**config.mk**
```make
export PLATFORM = sky130hd
export DESIGN_NAME = display_source_sel
export DESIGN_NICKNAME = d
export VERILOG_FILES = /design/src/rtl/display_source_sel.sv
export SDC_FILE = /design/constraint.sdc
export NUM_CORES = 1
export LEC_CHECK = 0
export BUFFER_PORTS_ARGS = -buffer_cell sky130_fd_sc_hd__buf_2
export CAP_MARGIN = 20
export CORE_ASPECT_RATIO = 0.5
export CORE_MARGIN = 8
export CORE_UTILIZATION = 33
export CTS_CLUSTER_SIZE = 8
export DETAILED_ROUTE_END_ITERATION = 8
export GPL_TIMING_DRIVEN = 0
export PLACE_DENSITY = 0.66
export RECOVER_POWER = 25
export SYNTH_ARGS = -nofsm -noshare
export SYNTH_HDL_FRONTEND = slang
export SYNTH_SLANG_ARGS = --single-unit
```
**constraint.sdc**
```tcl
create_clock -name clk -period 3.78 [get_ports clk]
set_clock_uncertainty 0.1 [all_clocks]
set_input_delay 0.378 -clock clk [delete_from_list [all_inputs] [get_ports clk]]
set_output_delay 0.378 -clock clk [all_outputs]
set_load 0.1 [all_outputs]
```
**src/rtl/display_source_sel.sv**
```systemverilog
// Board display source selector: picks one of N_CH monitored CPU words for the
// 7-segment driver in manual, auto-scan or freeze mode, and registers the RAM address switches.
module display_source_sel #(
  parameter int N_CH       = 8,
  parameter int WIDTH      = 32,
  parameter int SEL_W      = 3,
  parameter int DWELL      = 50000000,
  parameter int ADDR_W     = 12,
  parameter int DEFAULT_CH = 0
) (
  input  logic                  clk,
  input  logic                  reset,
  input  logic [N_CH*WIDTH-1:0] ch_data,
  input  logic [SEL_W-1:0]      sel,
  input  logic [1:0]            mode,
  input  logic [ADDR_W-1:0]     in_addr,
  output logic [WIDTH-1:0]      chose_out,
  output logic [SEL_W-1:0]      cur_ch,
  output logic                  changed,
  output logic [ADDR_W-1:0]     RAM_addr
);

  localparam int CNT_W = (DWELL > 1) ? $clog2(DWELL) : 1;
  localparam logic [CNT_W-1:0] CNT_LAST = CNT_W'(DWELL - 1);
  localparam logic [SEL_W-1:0] DEF_CH   = SEL_W'(DEFAULT_CH);
  localparam logic [SEL_W-1:0] LAST_CH  = SEL_W'(N_CH - 1);

  localparam logic [1:0] MODE_AUTO   = 2'b01;
  localparam logic [1:0] MODE_FREEZE = 2'b10;

  logic [WIDTH-1:0]  chose_q, chose_d;
  logic [SEL_W-1:0]  cur_ch_q, cur_ch_d;
  logic [CNT_W-1:0]  cnt_q, cnt_d;
  logic              changed_q, changed_d;
  logic [ADDR_W-1:0] addr_q;
  logic [WIDTH-1:0]  ch_sel;
  logic              sel_ok;
  logic              frz;

  assign sel_ok = 32'(sel) < 32'(N_CH);

  always_comb begin
    cur_ch_d = cur_ch_q;
    cnt_d    = '0;
    frz      = 1'b0;
    case (mode)
      MODE_AUTO: begin
        // Counter wraps on the same edge the channel advances.
        if (cnt_q == CNT_LAST)
          cur_ch_d = (cur_ch_q == LAST_CH) ? '0 : cur_ch_q + 1'b1;
        else
          cnt_d = cnt_q + 1'b1;
      end
      MODE_FREEZE: frz = 1'b1;
      default:     cur_ch_d = sel_ok ? sel : DEF_CH;
    endcase
  end

  always_comb begin
    ch_sel = '0;
    for (int k = 0; k < N_CH; k++)
      if (cur_ch_d == SEL_W'(k)) ch_sel = ch_data[k*WIDTH +: WIDTH];
  end

  assign chose_d   = frz ? chose_q : ch_sel;
  assign changed_d = !frz && (ch_sel != chose_q);

  always_ff @(posedge clk or negedge reset) begin
    if (!reset) begin
      chose_q   <= '0;
      cur_ch_q  <= DEF_CH;
      cnt_q     <= '0;
      changed_q <= 1'b0;
      addr_q    <= '0;
    end else begin
      chose_q   <= chose_d;
      cur_ch_q  <= cur_ch_d;
      cnt_q     <= cnt_d;
      changed_q <= changed_d;
      addr_q    <= in_addr;
    end
  end

  assign chose_out = chose_q;
  assign cur_ch    = cur_ch_q;
  assign changed   = changed_q;
  assign RAM_addr  = addr_q;

endmodule

```
## After elaboration in Yosys (flattened, before gate mapping)

Cells that the tools add are included.

- Bits in registers: 74
- Input port bits: 275

- Add/sub/neg operators: 2
- Equality and inequality tests: 12
- Multiplexer cells: 14
- Reduce and logical (&&, ||, !) cells: 3

Operators by type and width:

| cell | number |
|---|---|
| $mux W32 | 8 |
| $mux W26 | 2 |
| $ne A32 B32 Y1 | 1 |
| $add A26 B1 Y26 const B | 1 |
| $eq A26 B26 Y1 const B | 1 |
| $eq A3 B3 Y1 const B | 5 |
| $eq A3 B2 Y1 const B | 2 |
| $mux W3 | 2 |
| $pmux W3 S2 | 1 |
| $add A3 B1 Y3 const B | 1 |
| $eq A3 B1 Y1 const B | 1 |
| $logic_not A3 Y1 | 1 |
| $eq A2 B1 Y1 const B | 1 |
| $eq A2 B2 Y1 const B | 1 |
| $logic_and A1 B1 Y1 | 1 |
| $logic_not A1 Y1 | 1 |
| $mux W1 | 1 |

## Longest topological paths before layout

Gate-level depths: netlist of the first run.

- Depth in word-level cells: 15
- Mapped depth: 17

## Worst setup path after synthesis of the first run

OpenSTA, ideal clock, no wires.

- Path type: register to register
- From: register cur_ch_q[0] (netlist: cur_ch[0])
- To: register changed_q (netlist: changed)
- Setup time: 0.143 ns
- Arrival: 3.936 ns
- Path slack: -0.399 ns
- Stages on the path, launching flop included: 15
- Buffers on the path: 2
- Period minus slack after synthesis: 4.179 ns
- Cells stage by stage: dfrtp_1 > ha_1 > ha_1 > nor4_1 > a211oi_1 > or3_1 > buf_4 > buf_2 > nand3_1 > o211ai_1 > mux2_2 > xor2_1 > a2111o_1 > nor4_1 > a41oi_1

- Longest elaborated chain between the ends: 15

RTL lines:

| element | RTL line | text |
|---|---|---|
| start: declaration | 32 | `logic [SEL_W-1:0] cur_ch_q, cur_ch_d;` |
| start signal: assignment | 77 | `cur_ch_q <= cur_ch_d;` |
| $add A3 B1 Y3 / $eq A3 B3 Y1 (equally long branches) | 50 | `cur_ch_d = (cur_ch_q == LAST_CH) ? '0 : cur_ch_q + 1'b1;` |
| $mux W3 | 50 |  |
| $mux W3 | 49 | `if (cnt_q == CNT_LAST)` |
| $pmux W3 S2 (*) | 46 | `case (mode)` |
| $logic_not A3 Y1 | 62 | `if (cur_ch_d == SEL_W'(k)) ch_sel = ch_data[k*WIDTH +: WIDTH];` |
| $mux W32 (7 in series) | 62 |  |
| $mux W32 (*) | 62 |  |
| $ne A32 B32 Y1 (*) | 66 | `assign changed_d = !frz && (ch_sel != chose_q);` |
| $logic_and A1 B1 Y1 (*) | 66 |  |
| named net changed_d | 34 | `logic changed_q, changed_d;` |
| end signal: assignment | 79 | `changed_q <= changed_d;` |
| end: declaration | 34 |  |

Mark *: on every way through the listed nets, which the timed path passes. The rest lies on a longest branch.
A chain may end at the register's enable or synchronous reset.

## Final worst setup path of the first run

- From: register cnt_q[9]
- To: register changed_q (netlist: changed)

- Longest elaborated chain between the ends: 14

RTL lines:

| element | RTL line | text |
|---|---|---|
| start: declaration | 33 | `logic [CNT_W-1:0] cnt_q, cnt_d;` |
| start signal: assignment | 78 | `cnt_q <= cnt_d;` |
| $eq A26 B26 Y1 (*) | 49 |  |
| $mux W3 (*) | 49 |  |
| $pmux W3 S2 (*) | 46 |  |
| $logic_not A3 Y1 | 62 |  |
| $mux W32 (7 in series) | 62 |  |
| $mux W32 (*) | 62 |  |
| $ne A32 B32 Y1 (*) | 66 |  |
| $logic_and A1 B1 Y1 (*) | 66 |  |
| named net changed_d | 34 |  |

Marked as above.

==> metrics, run 1 <==
EDFF count, synth 0; CTS Buf Count 9; XOR/XNOR Fraction of Synth Area around 5.8%; Setup WS pre-CTS -1.07 ns; Skew-Pair Late Insertion Delay 0.35 ns; H-tree Lvls 3; worst hold path type in -> reg; CTS root buf clkbuf_16; crit-path cells or4bb_4 > or4_4 > or3_4 > nand2_8 > buf_4 > mux2_4 > o21ai_4 > buf_4 > a211oi_1 > o211ai_1 > or4_4 > nor4_4 > a41oi_2; post-synthesis mux area share just under 10%; crit path time final about 4.2 ns; pin count of the biggest net entering global routing between 50 and 60; Core Box Area 18100 um2; Hold Worst Slack 0.0383 ns; syn_nets 1039; Synth cell types 69; WP buf/inv 2; Mapped Area about 6000 um2; RePlAce Congestion around 0.94; slowest CP cell or4_4; Final HPWL DP 26.5 mm; post-synthesis sequential element count between 70 and 80; Synth Area in Simple Gates approximately a quarter; failing checks negative setup slack; nature of the critical path endpoint register; vias in the first global route 8119; DR pass1 iterations 6; Die H around 110 um; area grow syn2layout 53.4%; max_slew headroom 6.54%; final net count between 1000 and 1500; die width approximately 210 um; final hold vios 0; DP Area 8120 um2; max frequency around 240 MHz; Synth Instances roughly 760; post-route cell area 9220 um2; post-synthesis adder-cell area fraction 1.04%; CTS tree done; Worst Setup Path Type reg -> reg; fraction of registers with async set/reset 100%; initial antenna violation count 0; pwr dens 487 nW/um2; register area share after synthesis a little over 30%; average size of a mapped cell approximately 8 um2; gr ovfl total 0; Clock transition at path regs 0.07 ns; # rows 35; via count between 8000 and 9000; slowest cell delay on critical path 0.64 ns; status finished with violations; number of inserted diodes 0; Critical Path Source Type register; post-layout util between 50 and 60%; final worst path period share 112%; worst setup margin -0.464 ns; crit path DAT 4.34 ns; area leader, netlist dfrtp_1; DRC violation count after routing 0; Pleak between 0.004 and 0.005 uW; DR iter-0 viols 753; All-Layer GR Usage 27.8%; peak supply drop roughly 0.00028 V; number of buffers on the longest clock path 2; proportion of layout cells with a drive suffix above 1 46.6%; complex-gate fraction of the synthesized area a little under a quarter; Port Buf Inserts 322; # setup viols final 1; die area about 23000 um2; Starting Density 33.1%; post-synth top area share a little under a third; DR vias/cell a little under 6; total wire length ~34 mm; RSZ-0062 raised after global routing true; yosys warns 0; DR WL/cell roughly 25 um; Ports about 320; first-pass GRT wire length between 40 and 50 mm; CTS sink cnt between 70 and 80; most common flop cell mapped by yosys dfrtp_1; Detail Route Antenna Nets 0; Synth area leaders dfrtp_1 31%, nand2_1 6.9%, mux2i_1 5.3%, mux2_2 4.5%, nand3_1 4.2%; largest family of logic cells by synthesized area simple AND/OR/NAND/NOR gates; Critical Path RT between 3 and 4 ns; Least-Margin Pin Slew 1.40 ns; delay-heaviest family, CP simple AND/OR/NAND/NOR gates; max-cap viol count 0; CP Max Fanout 7; max-slew violations 0
## state kept, by name (all words and copies together) (netlist names)
signal / cells
RAM_addr: 12
cnt_q: 26
chose_out: 32
cur_ch: 3
changed: 1
## placed cells by master (no fill, tap or decap), types with 4 or more instances in the layout
cell,count
a211oi_2,8
clkbuf_1,9
a211oi_1,10
nor4_4,4
a211o_1,6
a31o_2,5
nand2_1,106
clkbuf_2,4
or3_4,4
ha_1,5
nand3_1,49
xnor2_1,17
clkbuf_4,4
xor2_1,21
nand4_1,11
a31oi_1,14
mux2_2,21
a21oi_1,39
mux2i_1,27
clkbuf_16,9
or3_1,6
and3_1,17
o22ai_1,9
o31ai_1,6
inv_1,17
a32oi_1,7
buf_6,15
o2111ai_1,4
dfrtp_1,70
buf_4,47
nor2_2,4
mux2i_2,5
buf_2,328
nor2_1,53
nor3_1,18
nor4_1,5
o21ai_0,30
o211ai_1,6
## worst reg2reg max path, cell delays in order, from the launching register on
cell,delay [ns]
dfrtp_1,0.40
or4bb_4,0.53
or4_4,0.64
or3_4,0.42
nand2_8,0.13
buf_4,0.14
mux2_4,0.18
o21ai_4,0.06
buf_4,0.13
a211oi_1,0.27
o211ai_1,0.12
or4_4,0.53
nor4_4,0.30
a41oi_2,0.14
## through the flow
stage / power, uW / setup TNS [ns] / cells
2_1_floorplan: 2610 / 0 / 759
3_3_place_gp: 3300 / -5.81 / 1321
3_5_place_dp: 3320 / -6.12 / 1322
4_1_cts: 4330 / -0.460 / 1366
5_1_grt: 4650 / -0.632 / 1375
6_report: 4490 / -0.464 / 1375
## where the power goes
part           total, uW  switching, uW  internal [uW]  leakage (uW)
combinational       2600           1810            790       0.00329
clock                875            362            513      0.000135
sequential          1020            117            898      0.000925
total               4490           2290           2200       0.00435
## path summary, 6_finish.rpt
check	startpoint	endpoint	slack [ns]	cells past startpoint
worst min-delay path	in_addr[1]	RAM_addr[1]$_DFF_PN0_	0.04	1
min in group asynchronous	reset	cnt_q[22]$_DFF_PN0_	0.73	2
worst max register to register	cnt_q[9]$_DFF_PN0_	changed$_DFF_PN0_	-0.46	13
max in group asynchronous	reset	cur_ch[0]$_DFF_PN0_	0.70	3
worst min register to register	cnt_q[0]$_DFF_PN0_	cnt_q[0]$_DFF_PN0_	0.39	1
worst max-delay path	cnt_q[9]$_DFF_PN0_	changed$_DFF_PN0_	-0.46	13
## Yosys cell counts (7+ instances only)
cell type,number
nand2_1,110
dfrtp_1,74
nor2_1,59
nand3_1,50
a21oi_1,41
o21ai_0,35
mux2i_1,32
mux2_2,24
buf_2,22
nor3_1,21
xor2_1,21
and3_1,19
clkbuf_1,19
xnor2_1,19
a211oi_1,18
inv_1,17
a31oi_1,16
nand4_1,11
o22ai_1,10
buf_1,9
nor4_1,9
or3_1,9
a32oi_1,8
o31ai_1,8
a221oi_1,7
## layer usage
layer	share of wire, %	track usage [%]	vias to the layer above
li1	-	-	3553
met1	38	33.4	3879
met2	48	47.4	481
met3	9.9	6.64	107
met4	4.0	10.9	0
met5	0	0	-
## kinds of logic after synthesis
family | Yosys count
mux | 56
fa+ha+maj | 5
buf+inv | 74
compound gates | 202
xor+xnor | 40
flops | 74
simple gates | 308
## what timing repair did
| action | in CTS | in global routing |
|---|---|---|
| setup buffers | 28 | 11 |
| pin swaps | 20 | 27 |
| setup endpoints to repair | 25 | 14 |
| hold endpoints to repair | 23 | 0 |
| hold buffers | 1 | 0 |
| resized for setup | 63 | 71 |
## layout make-up
type | count | area [um2]
Clock buffer | 10 | 229
Buffer | 51 | 417
Clock inverter | 6 | 66.3
Fill cell | 1801 | 8910
Tap cell | 240 | 300
Inverter | 20 | 85.1
Sequential cell | 74 | 1860
Timing Repair Buffer | 363 | 1950
Multi-Input combinational cell | 611 | 4320
(Power assumes the default switching activity.)
==> run 2, diff against run 1 <==
Settings changed: CELL_PAD_IN_SITES_DETAIL_PLACEMENT set to 0, CELL_PAD_IN_SITES_GLOBAL_PLACEMENT set to 1, CORE_UTILIZATION 33 to 29, PLACE_DENSITY 0.66 to 0.81, SLEW_MARGIN set to 20.
==> metrics, run 2 (same netlist as run 1, synthesis figures left out) <==
slowest CP cell or4_4; crit-path cells or4bb_4 > or4_4 > buf_4 > o21ai_4 > nand2_8 > buf_8 > a211oi_1 > a31oi_1 > xnor2_1 > o21ai_0 > or4_4 > nor4_4 > a41oi_2; number of buffers on the longest clock path 2 (unchanged); Final HPWL DP 28.7 mm (+8.4%); worst hold path type in -> reg; Worst Setup Path Type reg -> reg; peak supply drop 0.000298 V (+5.1%); Skew-Pair Late Insertion Delay 0.35 ns (about the same); CTS Buf Count 9 (unchanged); CTS root buf clkbuf_16; Die H 118 um (+5.7%); Critical Path RT 3.88 ns (about the same); Port Buf Inserts 322 (unchanged); commonest non-fill, non-tap cell in the layout buf_2; most frequent cells in the layout 324 x buf_2, 106 x nand2_1, 71 x dfrtp_1; CP Max Fanout 10 (+3); Pleak 0.00440 uW (+1.1%); via count 7988 (-0.40%); status finished with violations; DR vias/cell 5.68 (-2.6%); Largest register FFs 32 (unchanged); hold_sp in_addr[4]; proportion of layout cells with a drive suffix above 1 47.7% (+1.1 points); Critical Path Source Type register; RePlAce Congestion 0.986 (+4.7%); max_slew headroom 4.49% (-2.0 points); CTS sink cnt 74 (unchanged); total wire length 36.7 mm (+8.1%); DP Area 8170 um2 (+0.57%); Detail Route Antenna Nets 0 (unchanged); gr ovfl total 0 (unchanged); failing checks negative setup slack; Tot Pwr 4630 uW (+3.0%); start of the worst register-to-register path cnt_q[9]$_DFF_PN0_; Clock transition at path regs 0.07 ns (about the same); DR WL/cell 26.1 um (+5.7%); final hold vios 0 (unchanged); max-cap viol count 0 (unchanged); pwr dens 490 nW/um2 (+0.63%); CTS tree done; H-tree Lvls 3 (unchanged); crit path time final 4.40 ns (+0.153 ns); initial antenna violation count 2 (+2); pin count of the biggest net entering global routing 54 (+3.8%); worst setup margin -0.617 ns (-0.153 ns); Setup WS pre-CTS -1.20 ns (-0.129 ns); first-pass GRT wire length 52.2 mm (+7.4%); max-slew violations 0 (unchanged); Ports 323 (unchanged); area grow syn2layout 57.1%; RSZ-0062 raised after global routing true; Least-Margin Pin Slew 1.43 ns (+0.0307 ns); # setup viols final 3 (+2); crit path DAT 4.50 ns (+0.16 ns); post-route cell area 9440 um2 (+2.4%); crit-path most repeated cell or4_4; # rows 37 (+5.7%); vias in the first global route 8173 (+0.67%); critical path launch point cnt_q[9]$_DFF_PN0_; post-layout util 46.2% (-4.6 points); All-Layer GR Usage 26.8% (-0.98 points); DRC violation count after routing 0 (unchanged); final worst path period share 116% (+4.0 points); die area 25900 um2 (+12%); nature of the critical path endpoint register; DR iter-0 viols 796 (+5.7%); slowest cell delay on critical path 0.63 ns (about the same); Starting Density 29.4% (-3.7 points); die width 220 um (+6.2%); final net count 1406 (-0.28%); Core Box Area 20400 um2 (+13%); max frequency 227 MHz (-3.5%); DR pass1 iterations 6 (unchanged)
run 2: changes by cell type in the layout (fill, tap and decap cells not counted), moves of 3 or more:
cell	delta
a21oi_1	-5
a21oi_2	+5
buf_2	-4
mux2i_2	-4
buf_4	-3
clkbuf_2	-3
mux2i_1	+3
nand2_4	+3
nor2_4	+3
nor3_2	+3
o22ai_1	-3
o22ai_2	+3
run 2: routing by layer:
metal | GRT usage [%] | vias up | routed length (um)
li1 | - | 3549 | -
met4 | 10.8 | 0 | 1390
met2 | 45.2 | 404 | 18000
met5 | 0 | - | 0
met1 | 32.3 | 3950 | 14300
met3 | 6.75 | 85 | 2990
run 2: critical path, delay by kind of cell (launching register included):
family                 cells  cell delay [ns]
AND/OR/NAND/NOR            5             2.16
AO/OA/AOI/OAI              5             0.98
flip-flops                 1             0.39
XOR/XNOR                   1             0.24
buffers and inverters      2             0.36
run 2: through the flow:
step / TNS (ns) / cells / hold WS, ns
4_1_cts: -0.690 / 1388 / 0.0151
3_5_place_dp: -8.01 / 1356 / 0.190
5_1_grt: -0.940 / 1406 / 0.0105
3_3_place_gp: -7.74 / 1354 / 0.375
6_report: -0.660 / 1406 / 0.0285
2_1_floorplan: 0 / 759 / -0.0176
run 2: layout make-up:
class,count,area [um2]
timing repair buffer,358,1910
tap,273,342
multi-input combinational,611,4450
inverter,20,85.1
clock inverter,7,76.3
buffer,52,488
antenna,2,5.00
clock buffer,9,225
fill,2063,11000
sequential,74,1860
run 2: repair_timing:
| action | CTS | global route |
|---|---|---|
| hold endpoints to repair | 21 | 0 |
| resized for setup | 58 | 114 |
| hold buffers | 1 | 0 |
| endpoints found under the setup margin | 24 | 23 |
| setup buffers | 16 | 15 |
| pin swaps | 17 | 25 |
| cloned | 0 | 2 |
run 2: path summary, 6_finish.rpt:
kind                                               to  slack (ns)  depth (start not counted)
worst max-delay path                changed$_DFF_PN0_       -0.62                         13
worst min-delay path            RAM_addr[4]$_DFF_PN0_        0.03                          1
worst max register to register      changed$_DFF_PN0_       -0.62                         13
worst min register to register     cnt_q[0]$_DFF_PN0_        0.42                          1
max in group asynchronous         cur_ch[0]$_DFF_PN0_        0.77                          3
min in group asynchronous         cnt_q[22]$_DFF_PN0_        0.67                          2
run 2: where the power goes:
part / switching, uW / internal, uW / total, uW
registers: 127 / 898 / 1030
logic: 1880 / 836 / 2710
clock network: 374 / 516 / 890
